===== config.mk =====
export PLATFORM = sky130hd
export DESIGN_NAME = io_err_counter
export DESIGN_NICKNAME = d
export VERILOG_FILES = /design/src/rtl/io_err_counter.sv
export SDC_FILE = /design/constraint.sdc
export NUM_CORES = 1
export LEC_CHECK = 0
export CORE_UTILIZATION = 40
export DETAILED_ROUTE_END_ITERATION = 8
export PLACE_DENSITY = 0.71
export SYNTH_ARGS = -nofsm -noshare
export SYNTH_HDL_FRONTEND = slang
export SYNTH_SLANG_ARGS = --single-unit

===== constraint.sdc =====
create_clock -name CLK -period 2.2 [get_ports CLK]
set_input_delay 0.44 -clock CLK [delete_from_list [all_inputs] [get_ports CLK]]
set_output_delay 0.44 -clock CLK [all_outputs]
set_load 0.01 [all_outputs]

===== src/rtl/io_err_counter.sv =====
// io_err_counter: saturating event counter with synchronous clear.
// Holds at all-ones instead of wrapping so a long soak never reads as clean.
module io_err_counter #(
  parameter int W = 16
) (
  input  logic         CLK,
  input  logic         RST,
  input  logic         clr,
  input  logic         inc,
  output logic [W-1:0] count
);

  logic [W-1:0] count_reg;

  // Count up on inc, stick at all-ones, clear wins over a coincident inc
  always_ff @(posedge CLK or posedge RST) begin
    if (RST) begin
      count_reg <= '0;
    end else if (clr) begin
      count_reg <= '0;
    end else if (inc && (count_reg != {W{1'b1}})) begin
      count_reg <= count_reg + {{(W-1){1'b0}}, 1'b1};
    end
  end

  assign count = count_reg;

endmodule


Word-level counts from Yosys, hierarchy flattened
Index checks and enable logic that the tools add are counted.
W data, S select, Z words.

cells by class
  $add $sub $neg = 1
  multipliers = 0
  divide/modulo/power cells = 0
  magnitude comparators = 0
  equal/unequal tests = 1
  shift operators = 0
  mux-type cells = 2
  bitwise operators = 0
  reduce and logical (&&, ||, !) cells = 2

operators with widths
  operator                 number
  $mux W16                 2
  $add A16 B1 Y16 const B  1
  $ne A16 B16 Y1 const B   1
  $reduce_bool A2 Y1       1
  $logic_and A1 B1 Y1      1

storage, ports and cells
  register bits after elaboration = 16
  latch bits = 0
  memory bits (writable) = 0
  ROM bits = 0
  bits of input ports = 4
  logic and storage cells = 7
  memories kept = 0

Logic depth before layout (Yosys ltp)
Gate-level depths: netlist of run 1.

  depth in word-level cells = 4
  mapped depth = 6

Worst setup path after synthesis of run 1
No wires, ideal clock.

  path type = flip-flop to flip-flop
  start = reg count_reg[0], in the netlist count[0]
  end = reg count_reg[0], in the netlist count[0]
  library setup time = 125 ps
  arrival = 1698 ps
  setup slack = 377 ps
  cell stages (with the launch flop) = 7
  period minus slack after synthesis = 1823 ps
  cell sequence = dfrtp_1 ha_1 clkbuf_1 nand3_1 nor4_1 nor2b_1 mux2_2

on the way
  word-level cells in the longest chain between the ends = 3
  elaborated cells on any way between the ends = 6

RTL lines
  what                                                      line    text
  from (decl)                                               13      logic [W-1:0] count_reg;
  from (signal assigned)                                    22      count_reg <= count_reg + {{(W-1){1'b0}}, 1'b1};
  $add A16 B1 Y16 / $ne A16 B16 Y1 (equally long branches)  22, 21
  $mux W16 / $logic_and A1 B1 Y1 (equally long branches)    21      end else if (inc && (count_reg != {W{1'b1}})) begin
  $mux W16 / $reduce_bool A2 Y1 (equally long branches)     n/a

Parallel ways exist; a longest one is shown, timed or not. The select of a mux whose other input is x is not followed.
A chain may end at the register's enable or synchronous reset.

Final worst setup path of run 1
  start = reg count_reg[2], in the netlist count[2]
  end = reg count_reg[13], in the netlist count[13]

Same word-level chain as after synthesis.

==> results.yml, run 1 <==
outcome:
  status: "finished clean"
global_routing:
  number_of_antenna_violations_at_the_first_check_in_global_routing: 0
  first_global_vias: 885
  grt_first_pass_wirelength_um: 3820
  grt-ovfl-total: 0
  grt_max_degree: 17
  grtUsageTotal: 0.198
yosys:
  ys_async_sr_fraction: 1.00
  synth_top_area_share: 0.430
  syn-cell-area_um2: 932
  synth_area_leaders: "dfrtp_1, a21oi_1, or4_1"
  leading_area_contributor_after_synthesis: "dfrtp_1"
  synthTopCellsByCount: "dfrtp_1, a21oi_1, nand3_1"
  synthesis.yosys.warnings: 0
  seq_area_frac_synth: 0.430
  mappedNetlistNets: 106
  yosysUniqueCellTypes: 29
  syn-instance-count: 101
  synth_area_per_cell_um2: 9.23
  ys_seq_elements: 16
  synthMostInstantiatedCell: "dfrtp_1"
  synthFlopType: "dfrtp_1"
  synth-edff-count: 0
die:
  die_h_um: 50.3
  floorplan.initialDensity: 0.421
  rows: 17
  fp.dieW_um: 50.3
  core_region_area_um2: 2210
  die_ar_um2: 2530
  io_pins: 20
timing:
  setup_tns_ns: 0
  fin_crit_ns: 1.91
  rsz0062_at_grt: "false"
  fmax_ghz: 0.525
  setup_failing_eps_final: 0
  maxSlewViolCount: 0
  fin_hold_ws_ns: 0.502
  setup_ws_ns: 0.295
  final.period_utilization: 0.866
  final-hold-violation-count: 0
  worst_clock_skew_ns: 0.0124
  max-slew-margin-rel: 0.583
  tightest_slew_ns: 0.625
routing:
  route.detailed.vias_per_inst: 6.09
  drt-pass1-iter-count: 4
  drc_errors: 0
  routed_wire_length_per_instance_um: 14.4
  num_vias: 926
  detail-route-antenna-nets: 0
  drt_wl_total_um: 2190
  drt_first_iter_violations: 44
clocking:
  cts_buffer_count: 3
  cts-root-buf: "clkbuf_4"
  postCtsSetupRepairBufs: 0
  clkSinkCount: 16
  cts_tree: "yes"
  post_cts_hold_buffer_count: 0
  cts.clk_slew.worst_paths_ns: 0.11
  cts_htree_levels: 1
  clock_latency_late_sink_ns: 0.30
  cts_buffer_depth: 2
  post_cts_resized: 0
layout:
  largest_register_ff_count: 16
  postLayoutCoreUtil: 0.542
  fillerInstances: 208
  antenna_cells: 0
  final_layout_size_suffix_gt1_frac: 0.113
  flow.area_growth_from_synthesis_pct: 28.6
  final_net_count: 130
placed_design:
  gp_congestion: 0.837
  detailedPlace.worstSlack_ns: 0.0716
  place.detailed.hpwl_um: 1560
  port_buffers: 19
setup_path:
  critical_path.reg2reg.startpoint: "count[2]"
  criticalPathCategory: "register to register"
  capturing_element_type_of_the_critical_path: "register"
  cp_max_fo: 8
  critPathLaunchType: "register"
  timing.critical_path.from: "count[2]"
  required_ns: 2.42
  r2r_setup_slack_ns: 0.29
  worst_ep_arrival_time_ns: 2.13
power_and_ir_drop:
  p_per_area_nw_per_um2: 458
  vdd.ir_drop.worst_mv: 0.321
  standby_leakage_power_uw: 0.000431
min_path:
  holdCritPathClass: "input pin to asynchronous set/reset pin"
flow_run:
  drv.max_cap_violation_count: 0
path summary, 6_finish.rpt:
check	to	depth (start not counted)
worst max-delay path	count[13]	4
worst min-delay path	count[6]	2
worst max register to register	count[13]	4
worst min register to register	count[14]	2
max in group asynchronous	count[13]	2
min in group CLK	count[14]	2
cell type report:
class / instances / area [um^2] / share of cell area
well taps: 28 / 35.0 / 0.0292
multi-input cells: 78 / 495 / 0.413
clock buffers: 4 / 36.3 / 0.0303
repair buffers: 23 / 220 / 0.184
flip-flops and latches: 16 / 400 / 0.334
inverters: 3 / 11.3 / 0.00939
cell usage in the layout, fill, tap and decap left out, types with 2 or more instances in the layout:
| cell type | Yosys | layout |
|---|---|---|
| clkdlybuf4s50_1 | 0 | 19 |
| dfrtp_1 | 16 | 16 |
| a21oi_1 | 12 | 12 |
| nand3_1 | 7 | 7 |
| nand2_1 | 6 | 6 |
| or4_1 | 6 | 6 |
| or3_1 | 6 | 6 |
| o21ai_0 | 5 | 5 |
| o31ai_1 | 5 | 5 |
| nand4_1 | 4 | 4 |
| nor3_1 | 4 | 4 |
| buf_4 | 1 | 4 |
| inv_1 | 3 | 3 |
| nor2_1 | 3 | 3 |
| nor2b_1 | 3 | 3 |
| nor4_1 | 3 | 3 |
| clkbuf_4 | 0 | 3 |
| o41ai_1 | 2 | 2 |
| mux2_2 | 2 | 2 |
| nand2b_1 | 2 | 2 |
metal layers:
| metal | GRT usage | part of all wire | vias up |
|---|---|---|---|
| met4 | 0.0762 | 0.014 | 0 |
| li1 | - | - | 442 |
| met2 | 0.324 | 0.46 | 44 |
| met1 | 0.253 | 0.45 | 435 |
| met5 | 0 | 0 | - |
| met3 | 0.0394 | 0.073 | 5 |
report_power, final:
group          internal (uW)  switching (uW)  leakage, uW
Clock                    101             101    0.0000210
Combinational           20.3            23.0     0.000188
Sequential               297            5.64     0.000222
Total                    419             130     0.000431
logic make-up (layout without fill, tap and decap cells):
group,Yosys count,in the layout,synth area share
AND/OR/NAND/NOR,49,49,0.326
adder cells (fa/ha/maj),1,1,0.0134
buffers and inverters,7,30,0.0389
flip-flops,16,16,0.430
multiplexers,3,3,0.0349
AO/OA/AOI/OAI,25,25,0.157
worst max-delay path: stages (launching register included):
cell	delay, ns
dfrtp_1	0.48
nand4_1	0.23
or4_4	0.56
or4_1	0.42
a21oi_1	0.15
through the flow:
stage               total power [uW]  cell area (um^2)  instances
floorplan                        332               932        101
global placement                 351              1160        148
detailed placement               352              1160        148
CTS                              548              1200        152
global route                     569              1200        152
finish                           548              1200        152
(Power assumes the default switching activity.)
==> run 2, diff against run 1 <==
--- a/config.mk
+++ b/config.mk
@@ -7,7 +7,7 @@
 export LEC_CHECK = 0
 export CORE_UTILIZATION = 40
 export DETAILED_ROUTE_END_ITERATION = 8
-export PLACE_DENSITY = 0.71
+export PLACE_DENSITY = 0.74
 export SYNTH_ARGS = -nofsm -noshare
 export SYNTH_HDL_FRONTEND = slang
 export SYNTH_SLANG_ARGS = --single-unit
==> constraint.sdc (replaced) <==
create_clock -name CLK -period 1.5 [get_ports CLK]
set_input_delay 0.3 -clock CLK [delete_from_list [all_inputs] [get_ports CLK]]
set_output_delay 0.3 -clock CLK [all_outputs]
set_load 0.01 [all_outputs]
==> run 2 against run 1 <==
Against the previous run:
- setup slack worse by 0.53 ns
- first-iteration DRC count is 34% lower
- wire length increased by 53%
- critical path depth up 1
- via count increased by 26%
- clock-buffer cell count stayed put
- global-route usage up 5.3 points
- the run now ends with negative setup slack left
- combinational power up 140%
- utilization grew 23 points
- die area unchanged
- critical path type is now input pin to register
- cell count up 28%
- highest routed layer unchanged
- critical endpoint unchanged
- clock power grew 26%
==> results.yml, run 2 (synthesis results as in run 1) <==
outcome:
  status: "finished, violations left"
  violations: "negative setup slack"
layout:
  commonest_cells_after_routing_fill_and_taps_aside: "buf_4, buf_6, dfrtp_1"
  antenna_cells: 0
  flow.area_growth_from_synthesis_pct: 82.7
  final_layout_size_suffix_gt1_frac: 0.542
  final_net_count: 172
  stdcell_count: 194
  largest_register_ff_count: 16
  most_frequent_standard_cell_in_the_layout_excluding_fill_and_tap_cells: "buf_4"
  fillerInstances: 160
routing:
  drt_first_iter_violations: 29
  route.detailed.vias_per_inst: 6.02
  drc_errors: 0
  detail-route-antenna-nets: 0
  routed_wire_length_per_instance_um: 17.3
  num_vias: 1167
  drt_wl_total_um: 3350
  drt-pass1-iter-count: 4
placed_design:
  port_buffers: 19
  place.detailed.hpwl_um: 1940
  dpl.cell_count: 176
  gp_congestion: 0.827
power_and_ir_drop:
  p_per_area_nw_per_um2: 473
  standby_leakage_power_uw: 0.000783
  vdd.ir_drop.worst_mv: 0.454
die:
  die_h_um: 50.3
  io_pins: 20
  floorplan.initialDensity: 0.421
  rows: 17
  die_ar_um2: 2530
  core_region_area_um2: 2210
  fp.dieW_um: 50.3
timing:
  fin_hold_ws_ns: 0.322
  tightest_slew_ns: 0.445
  fmax_ghz: 0.577
  final.period_utilization: 1.16
  rsz0062_at_grt: "true"
  worst_clock_skew_ns: 0.0158
  setup_failing_eps_final: 16
  fin_crit_ns: 1.73
  setup_ws_ns: -0.233
  maxSlewViolCount: 0
  max-slew-margin-rel: 0.702
  final-hold-violation-count: 0
setup_path:
  worst_path_max_delay_cell: "clkdlybuf4s50_1"
  critical_path.max_stage_delay_ns: 0.49
  cp_max_fo: 5
  criticalPathCategory: "input pin to register"
  capturing_element_type_of_the_critical_path: "register"
  crit_path_frequent_cell: "or4_4"
  series_of_cell_instances_along_the_critical_path: "clkdlybuf4s50_1 -> nand3_1 -> or4_4 -> or4_4 -> a21oi_2"
  required_ns: 1.72
  critPathLaunchType: "input pin"
  worst_ep_arrival_time_ns: 1.96
clocking:
  cts_tree: "yes"
  cts_htree_levels: 1
  clock_latency_late_sink_ns: 0.30
  post_cts_hold_buffer_count: 0
  cts-root-buf: "clkbuf_4"
  cts_buffer_count: 3
  cts_buffer_depth: 2
  clkSinkCount: 16
  cts.clk_slew.worst_paths_ns: 0.11
global_routing:
  first_global_vias: 1048
  grt_first_pass_wirelength_um: 4730
  grt-ovfl-total: 0
  grt_max_degree: 17
  number_of_antenna_violations_at_the_first_check_in_global_routing: 0
  grtUsageTotal: 0.251
flow_run:
  drv.max_cap_violation_count: 0
min_path:
  holdCritPathClass: "input pin to asynchronous set/reset pin"
## run 2: cell type report
| class | count | area, um^2 | area share |
|---|---|---|---|
| Multi-Input combinational cell | 78 | 666 | 0.391 |
| Timing Repair Buffer | 65 | 557 | 0.327 |
| Sequential cell | 16 | 408 | 0.240 |
| Tap cell | 28 | 35.0 | 0.0206 |
| Clock buffer | 4 | 26.3 | 0.0154 |
| Inverter | 3 | 11.3 | 0.00661 |
## run 2: where the power goes
part,switching (uW),total [uW],internal (uW),leakage [uW]
Clock,152,255,104,0.0000150
Combinational,49.8,105,54.8,0.000555
Sequential,8.05,445,437,0.000212
## run 2: final timing paths
path / start / endpoint / slack, ns / depth (start not counted)
worst min-delay path: RST / count[0] / 0.32 / 3
worst max-delay path: inc / count[13] / -0.23 / 5
worst min register to register: count[14] / count[14] / 0.67 / 3
min in group CLK: count[14] / count[14] / 0.67 / 3
max in group asynchronous: RST / count[3] / 0.95 / 3
worst max register to register: count[7] / count[12] / -0.23 / 5
## run 2: timing repair
item                                    in CTS  in global routing
endpoints found under the setup margin      31                 18
buffers inserted                             4                 11
pin swaps                                    6                 12
gates cloned                                 0                  0
gates resized for setup                     29                 39
## run 2: per-stage QoR
step,power (uW),util,setup TNS [ns],setup WS (ns),cell area (um^2)
3_5_place_dp,535,0.638,-3.64,-0.495,1410
6_report,805,0.770,-1.81,-0.233,1700
4_1_cts,784,0.677,-1.31,-0.247,1500
5_1_grt,831,0.770,-2.61,-0.273,1700
3_3_place_gp,531,0.638,-3.47,-0.456,1410
2_1_floorplan,491,-,-1.05,-0.246,981
## run 2: metal layers
layer,share of wire,up-vias,track usage
li1,-,526,-
met1,0.40,574,0.304
met2,0.53,57,0.436
met3,0.053,10,0.0364
met4,0.021,0,0.110
met5,0,-,0
## run 2: critical path, delay by kind of cell
kind	cells	cell delay (ns)
buffers and inverters	1	0.49
AND/OR/NAND/NOR	3	1.03
AO/OA/AOI/OAI	1	0.14
==> run 3, diff against run 2 <==
--- a/config.mk
+++ b/config.mk
@@ -5,9 +5,12 @@
 export SDC_FILE = /design/constraint.sdc
 export NUM_CORES = 1
 export LEC_CHECK = 0
-export CORE_UTILIZATION = 40
+export CELL_PAD_IN_SITES_DETAIL_PLACEMENT = 1
+export CELL_PAD_IN_SITES_GLOBAL_PLACEMENT = 1
+export CORE_MARGIN = 2
+export CORE_UTILIZATION = 33
 export DETAILED_ROUTE_END_ITERATION = 8
-export PLACE_DENSITY = 0.74
+export PLACE_DENSITY_LB_ADDON = 0.05
 export SYNTH_ARGS = -nofsm -noshare
 export SYNTH_HDL_FRONTEND = slang
 export SYNTH_SLANG_ARGS = --single-unit
==> run 3 against run 2 <==
Against the previous run:
- the run still ends with negative setup slack left
- clock-buffer cell count stayed put
- first-iteration DRC count is 72% higher
- setup slack worse by 0.067 ns
- maximum frequency decreased by 3.7%
- global-route usage is 0.67 points lower
- non-clock buffer count grew 4
- sequential power hardly changed
- via count shrank 1.7%
- combinational power rose by 5%
- wire length increased by 24%
- clock skew decreased by 0.014 ns
- register-to-register slack got worse by 0.07 ns
- highest routed layer unchanged
==> results.yml, run 3 (synthesis results as in run 1) <==
global_routing:
  grt_first_pass_wirelength_um: 5980
  grt_max_degree: 17
  grt-ovfl-total: 0
  first_global_vias: 1226
  grtUsageTotal: 0.244
  number_of_antenna_violations_at_the_first_check_in_global_routing: 0
timing:
  max-slew-margin-rel: 0.744
  setup_failing_eps_final: 16
  fin_crit_ns: 1.80
  worst_clock_skew_ns: 0.00163
  final.period_utilization: 1.20
  final-hold-violation-count: 0
  maxSlewViolCount: 0
  tightest_slew_ns: 0.380
  rsz0062_at_grt: "true"
  fin_hold_ws_ns: 0.307
  fmax_ghz: 0.556
  setup_ws_ns: -0.300
layout:
  final_layout_size_suffix_gt1_frac: 0.565
  most_frequent_standard_cell_in_the_layout_excluding_fill_and_tap_cells: "buf_4"
  register_area_um2: 408
  final_net_count: 176
  largest_register_ff_count: 16
  commonest_cells_after_routing_fill_and_taps_aside: "buf_4, dfrtp_1, dlygate4sd2_1"
  layout.cell_area.non_filler_um2: 1750
  multi_input_logic_area_um2: 701
  fillerInstances: 294
  antenna_cells: 0
  flow.area_growth_from_synthesis_pct: 87.9
clocking:
  cts_htree_levels: 1
  cts_tree: "yes"
  clock_latency_late_sink_ns: 0.30
  clkSinkCount: 16
  cts_buffer_depth: 2
  cts.clk_slew.worst_paths_ns: 0.11
  post_cts_hold_buffer_count: 0
  cts_buffer_count: 3
  cts-root-buf: "clkbuf_4"
routing:
  num_vias: 1147
  drt_first_iter_violations: 50
  drc_errors: 0
  drt_wl_total_um: 4140
  route.detailed.vias_per_inst: 5.71
  routed_wire_length_per_instance_um: 20.6
  detail-route-antenna-nets: 0
  drt-pass1-iter-count: 4
min_path:
  holdCritPathClass: "input pin to asynchronous set/reset pin"
setup_path:
  worst_ep_arrival_time_ns: 2.02
  regToRegEndpoint: "count[12]"
  capturing_element_type_of_the_critical_path: "register"
  r2r_setup_slack_ns: -0.30
  critPathLaunchType: "register"
  rr_worst_depth: 5
  required_ns: 1.72
  cp_max_fo: 3
  criticalPathCategory: "register to register"
  critical_path.reg2reg.startpoint: "count[4]"
outcome:
  status: "finished, violations left"
  violations: "negative setup slack"
flow_run:
  drv.max_cap_violation_count: 0
placed_design:
  port_buffers: 19
  place.detailed.hpwl_um: 2430
  gp_congestion: 0.747
  placed_area_um2: 1470
die:
  io_pins: 20
  fp.dieW_um: 57.1
  rows: 19
  floorplan.initialDensity: 0.344
  die_ar_um2: 3270
  core_region_area_um2: 2710
  die_h_um: 57.1
power_and_ir_drop:
  p_per_area_nw_per_um2: 494
  vdd.ir_drop.worst_mv: 0.368
  standby_leakage_power_uw: 0.000811
==> run 3: cell types whose count changed in the layout (fill, tap and decap cells not counted), moves of 2 or more <==
cell | before | now
o41ai_2 | 0 | 2
buf_6 | 11 | 4
o41ai_1 | 2 | 0
o21ai_0 | 1 | 4
buf_4 | 36 | 47
o21ai_1 | 3 | 1
==> run 3: what timing repair did <==
action                     4_1_cts  5_1_grt
resized for setup               47       20
setup buffers                    7        6
setup endpoints to repair       32       21
pin swaps                       13        7
==> run 3: layout make-up <==
type,instances,area share
timing repair buffer,69,0.318
inverter,3,0.00643
clock buffer,4,0.0207
multi-input combinational,78,0.400
sequential,16,0.233
tap,31,0.0221
==> run 3: how the worst max path moves through the flow <==
stage	from	endpoint	slack, ns	cells after the start
2_1_floorplan	count[4]	count[13]	-0.25	4
6_report	count[4]	count[12]	-0.30	5
3_3_place_gp	inc	count[13]	-0.46	5
4_1_cts	count[2]	count[13]	-0.22	4
5_1_grt	count[4]	count[12]	-0.35	5
3_5_place_dp	inc	count[13]	-0.50	5
==> run 3: report_power, final <==
part           internal [uW]  switching (uW)  total [uW]
Combinational           54.5            55.2         110
Clock                    148             166         314
Sequential               437            5.09         442
==> run 3: worst max-delay path, stage by stage (launching register included) <==
cell,delay (ns)
dfrtp_1,0.40
nand4_1,0.16
buf_4,0.18
or4_1,0.50
or3_1,0.33
a21oi_1,0.15
==> run 3: through the flow <==
stage	setup TNS [ns]	worst slack, ns	std cells	utilization	total power [uW]
floorplan	-1.05	-0.246	101	-	491
global placement	-3.72	-0.463	186	0.542	538
detailed placement	-4.43	-0.503	186	0.542	542
CTS	-1.35	-0.216	197	0.608	865
global route	-3.00	-0.353	201	0.646	897
finish	-2.14	-0.300	201	0.646	865
==> run 3: layer usage <==
layer,track usage,wire (um),share of wire,vias up
met5,0,0,0,-
met4,0.116,59,0.014,0
met3,0.0363,90,0.022,6
met2,0.422,2140,0.52,20
met1,0.297,1850,0.45,588
li1,-,-,-,533
